## src/rtl/palu_issue.sv

```systemverilog
// palu_issue: instruction issue stage in front of the palu pipeline.
// Buffers instructions in a DEPTH-entry FIFO and presents at most one per cycle.
// It inserts a one-cycle bubble when the head reads the destination of the
// instruction presented in the previous cycle, because that result cannot be
// bypassed yet. It also keeps a saturating count of hazard-stall cycles.
// Optional feature macro: PALU_ISSUE_OPCODE_AWARE_EN. When it is defined, hazard
// detection uses per-opcode source usage. Otherwise every opcode is treated as
// reading both sources, which gives conservative stalls.
module palu_issue #(
    parameter int unsigned DEPTH = 4,
    parameter int unsigned CNT_W = 8
) (
    input  logic             clock,
    input  logic             reset,
    input  logic             in_valid,
    output logic             in_ready,
    input  logic [2:0]       in_opcode,
    input  logic [1:0]       in_src1,
    input  logic [1:0]       in_src2,
    input  logic [1:0]       in_dest,
    output logic             stall,
    output logic [2:0]       opcode,
    output logic [1:0]       src1,
    output logic [1:0]       src2,
    output logic [1:0]       dest,
    output logic             empty,
    output logic [CNT_W-1:0] stall_count
);
    localparam int unsigned PTR_W = $clog2(DEPTH);

`ifdef PALU_ISSUE_OPCODE_AWARE_EN
    localparam logic [2:0] OP_ADD  = 3'd0;
    localparam logic [2:0] OP_SUB  = 3'd1;
    localparam logic [2:0] OP_ONE  = 3'd2;
    localparam logic [2:0] OP_AND  = 3'd3;
    localparam logic [2:0] OP_NAND = 3'd4;
`endif

    typedef struct packed {
        logic [2:0] opcode;
        logic [1:0] src1;
        logic [1:0] src2;
        logic [1:0] dest;
    } instr_t;

    instr_t           mem [DEPTH];
    logic [PTR_W-1:0] wr_ptr;
    logic [PTR_W-1:0] rd_ptr;
    logic [PTR_W:0]   count;
    instr_t           head;
    logic             full;
    logic             uses_src1;
    logic             uses_src2;
    logic             hazard;
    logic             push;
    logic             pop;

    // Occupancy flags come from the registered count only.
    always_comb begin
        full     = (count == (PTR_W+1)'(DEPTH));
        empty    = (count == '0);
        in_ready = !full;
        head     = mem[rd_ptr];
    end

    // Work out which sources the head opcode reads.
    always_comb begin
`ifdef PALU_ISSUE_OPCODE_AWARE_EN
        uses_src1 = (head.opcode != OP_ONE);
        uses_src2 = (head.opcode == OP_ADD) || (head.opcode == OP_SUB) ||
                    (head.opcode == OP_AND) || (head.opcode == OP_NAND);
`else
        uses_src1 = 1'b1;
        uses_src2 = 1'b1;
`endif
    end

    // The head must wait one cycle when it reads the result still in Ex. After a
    // bubble (stall=1), that result can be forwarded, so the head never waits twice.
    always_comb begin
        hazard = !stall && !empty && (uses_src1 || uses_src2) &&
                 ((head.src1 == dest) || (uses_src2 && (head.src2 == dest)));
        pop    = !empty && !hazard;
        push   = in_valid && !full;
    end

    // FIFO storage. Stale entries are never visible because pointers and count
    // gate every read.
    always_ff @(posedge clock) begin
        if (push) begin
            mem[wr_ptr] <= '{opcode: in_opcode, src1: in_src1, src2: in_src2, dest: in_dest};
        end
    end

    // Pointers, occupancy, presented instruction and stall counter.
    always_ff @(posedge clock or posedge reset) begin
        if (reset) begin
            wr_ptr      <= '0;
            rd_ptr      <= '0;
            count       <= '0;
            stall       <= 1'b1;
            opcode      <= '0;
            src1        <= '0;
            src2        <= '0;
            dest        <= '0;
            stall_count <= '0;
        end else begin
            if (push) begin
                wr_ptr <= wr_ptr + 1'b1;
            end
            if (pop) begin
                rd_ptr <= rd_ptr + 1'b1;
            end
            case ({push, pop})
                2'b10:   count <= count + 1'b1;
                2'b01:   count <= count - 1'b1;
                default: count <= count;
            endcase
            if (pop) begin
                stall  <= 1'b0;
                opcode <= head.opcode;
                src1   <= head.src1;
                src2   <= head.src2;
                dest   <= head.dest;
            end else begin
                stall <= 1'b1;
            end
            if (hazard && (stall_count != '1)) begin
                stall_count <= stall_count + 1'b1;
            end
        end
    end

endmodule
```

## config.mk

```make
export PLATFORM = sky130hd
export DESIGN_NAME = palu_issue
export DESIGN_NICKNAME = d
export VERILOG_FILES = /design/src/rtl/palu_issue.sv
export SDC_FILE = /design/constraint.sdc
export NUM_CORES = 1
export LEC_CHECK = 0
export CAP_MARGIN = 20
export CELL_PAD_IN_SITES_DETAIL_PLACEMENT = 0
export CELL_PAD_IN_SITES_GLOBAL_PLACEMENT = 1
export CORE_UTILIZATION = 42
export DETAILED_ROUTE_END_ITERATION = 10
export PLACE_DENSITY_LB_ADDON = 0.1
export SYNTH_ARGS = -nofsm -noshare
export SYNTH_HDL_FRONTEND = slang
export SYNTH_SLANG_ARGS = --single-unit
```

## constraint.sdc

```tcl
create_clock -name clock -period 2.5 [get_ports clock]
set_input_delay 0.625 -clock clock [delete_from_list [all_inputs] [get_ports clock]]
set_output_delay 0.625 -clock clock [all_outputs]
set_load 0.005 [all_outputs]
```

==> summary.md <==
| Metric | Value |
|---|---|
| Pwr Density | `between 1000 and 1500 mW/mm2` |
| Fin area | `about 0.0033 mm2` |
| Initial antenna violation count | `0` |
| Layout cells sized above 1 | `between 20% and 30%` |
| HP Class | `reg2reg` |
| Clock share of power | `19.7%` |
| H-tree depth | `3` |
| Placed Area | `slightly above 0.003 mm2` |
| Switching power total | `1580 uW` |
| Synth top area share | `41.7%` |
| Worst-path clk slew | `~70 ps` |
| Status | `finished, violations left` |
| Clock Skews | `12.2 ps` |
| Arrival @ worst endpoint | `approximately 2800 ps` |
| EDFF count, synth | `36` |
| Total I/O pin count | `32` |
| Final count of pins violating max slew | `0` |
| Max Clk Rate | `387 MHz` |
| Clk buf depth | `2` |
| Most common cell in the netlist | `edfxtp_1` |
| Die W | `80.5 um` |
| Worst slew pin tran | `582 ps` |
| Crit path time final | `between 2000 and 3000 ps` |
| Max VDD drop | `roughly 0.63 mV` |
| Worst slew margin | `roughly three fifths` |
| Max-cap viol count | `0` |
| Comb power frac | `between 40% and 50%` |
| Average wire per standard cell | `around 16 um` |
| Synthesized area | `between 0.002 and 0.003 mm2` |
| CP Class | `reg2reg` |
| Critical Path RT | `roughly 2800 ps` |
| Mapped Avg Cell Area | `between 15 and 20 um2` |
| Final nets | `~220` |
| Total number of vias | `1419` |
| Sw frac | `between 30% and 40%` |
| Clock sink count | `61` |
| Num CTS Buffers | `9` |
| Root buf cell | `clkbuf_8` |
| Seq cells post-synth | `61` |
| First-pass GRT wire length | `~7400 um` |
| CP startpoint kind | `flip-flop` |
| Primary FF master, synth | `edfxtp_1` |
| Final worst setup slack | `-86.0 ps` |
| Clk_lat worst skew | `340 ps` |
| Hold Worst Slack | `roughly 500 ps` |
| GRT Total Usage | `about 16%` |
| Hpwl dp | `~3200 um` |
| Post-route DRC | `0` |
| Synthesized Nets | `168` |
| Netlist cell types | `32` |
| Final worst path period share | `103%` |
| Synth Instances | `around 150` |
| Leading area contributor after synthesis | `edfxtp_1` |
| Pwr Total | `about 4900 uW` |
| Worst setup EP type | `flip-flop` |
| Internal power | `roughly 3400 uW` |
| Core ar. | `around 0.0059 mm2` |
| DRT iter0 DRCs | `55` |
| Crit Path Max Fanout | `3` |
| Synth cell count leaders | `36 x edfxtp_1, 24 x dfrtp_1, 13 x xnor2_1` |
| Seq/Total Area, Yosys | `around two thirds` |
| Die Y | `slightly above 80 um` |
| CTS tree | `done` |
| Leakage | `between 0.001 and 0.0015 uW` |
| Failing checks | `setup timing` |
| Pre-CTS WS | `-160 ps` |
| Final-report hold violation count | `0` |
| Remaining global-route overflow | `0` |
| Ranking of synthesized cells by area | `edfxtp_1 42%, dfrtp_1 23%, mux4_1 6.1%, xnor2_1 4.4%, mux2_4 4.1%` |
| Number of diodes | `0` |
| Num rows | `28` |
| Buffers on Ports | `31` |
| Routability congestion estimate | `0.789` |
| Starting Density | `between 40% and 50%` |
| Via density per instance | `approximately 5.1` |
| Largest net degree at the start of global routing | `26` |
| Post-synthesis async set-or-reset flop share | `41.0%` |
| Sequential power share | `33.6%` |
| Final setup fails | `1` |
| Unrepaired setup endpoints after global routing | `true` |
| Die area | `around 0.0065 mm2` |
| Final WL | `~4500 um` |
| DRT antenna net count | `0` |
| Drt first pass iters | `4` |
| Area growth syn-to-layout | `27.9%` |
| Ys Warns | `0` |
| Final Core Density | `roughly 56%` |
| Vias in the first global route | `between 1000 and 1500` |
[worst max-delay path, cell delays in order (launching register included)]
cell     delay, ps
dfrtp_1        410
buf_6          130
mux4_2         530
xnor2_2        170
a22oi_2        200
o21ai_2         90
inv_2           70
ha_4           120
inv_2           30
fa_2           320
xor2_1         140
nor2_1         120
xor2_1         150
[final timing paths]
check	slack, ps	startpoint	cells after the start	endpoint
max	-90	rd_ptr[0]	12	count[2]
min	500	count[2]	1	count[2]
max reg2reg	-90	rd_ptr[0]	12	count[2]
min reg2reg	500	count[2]	1	count[2]
max in group asynchronous	1560	reset	3	stall
min in group asynchronous	640	reset	3	src2[0]
[power groups by stage]
stage | Clock (uW) | Combinational, uW | Sequential [uW]
finish | 972 | 2300 | 1650
global route | 1030 | 2510 | 1700
CTS | 989 | 2310 | 1660
detailed placement | 0 | 2250 | 1680
global placement | 0 | 2200 | 1660
floorplan | 0 | 1560 | 1620
[area by class of cell]
type | count | area, um2
clock buffers | 9 | 124
fillers | 496 | 2610
well taps | 75 | 93.8
inverters | 9 | 33.8
repair buffers | 43 | 404
clock inverters | 7 | 98.8
flip-flops and latches | 61 | 1710
multi-input cells | 76 | 852
[routing by layer]
metal	routed length [um]	vias up	global-route usage [%]	share of wire (%)
met5	0	-	0	0
met4	92	0	10.2	2.1
met3	134	10	4.09	3.0
met2	2280	29	26.3	51
met1	1980	714	20.0	44
li1	-	666	-	-
[cells in the final DEF, fill, tap and decap left out, drive strengths merged, types with 2 or more instances in the layout]
cell and count:
edfxtp 36, clkdlybuf4s50 31, dfrtp 24, xnor2 13
buf 12, mux2 11, inv 10, clkbuf 9
mux4 9, ha 6, nand3 5, and3 5
nand2 4, nand4 3, nor4 3, xor2 3
clkinv 3, nor2 2, bufinv 2, o21ai 2
[stage by stage]
step	std cells	setup TNS, ps
4_1_cts	279	-194
5_1_grt	280	-296
2_1_floorplan	149	-260
3_5_place_dp	261	-160
6_report	280	-86.0
3_3_place_gp	261	-81.6
[cells by family (layout without fill, tap and decap cells)]
| family | count (synthesis) | in the layout | share of synthesized area (%) |
|---|---|---|---|
| flops | 61 | 61 | 65.9 |
| simple gates | 27 | 27 | 5.75 |
| mux | 21 | 21 | 14.9 |
| compound gates | 5 | 5 | 1.69 |
| buf+inv | 12 | 68 | 2.70 |
| fa+ha+maj | 7 | 7 | 3.67 |
| xor+xnor | 16 | 16 | 5.41 |
[registers in the layout, indices dropped and copies added, names as in the netlist]
| signal | count |
|---|---|
| stall | 1 |
| mem | 36 |
| src1 | 2 |
| src2 | 2 |
| count | 3 |
| wr_ptr | 2 |
| dest | 2 |
| rd_ptr | 2 |
| opcode | 3 |
| stall_count | 8 |
[timing repair]
action | CTS | global route
pin swaps | 5 | 4
setup buffers | 2 | 1
hold buffers | 0 | 0
endpoints found under the setup margin | 2 | 4
resized for setup | 3 | 3
Power figures use the tool's default switching activity.
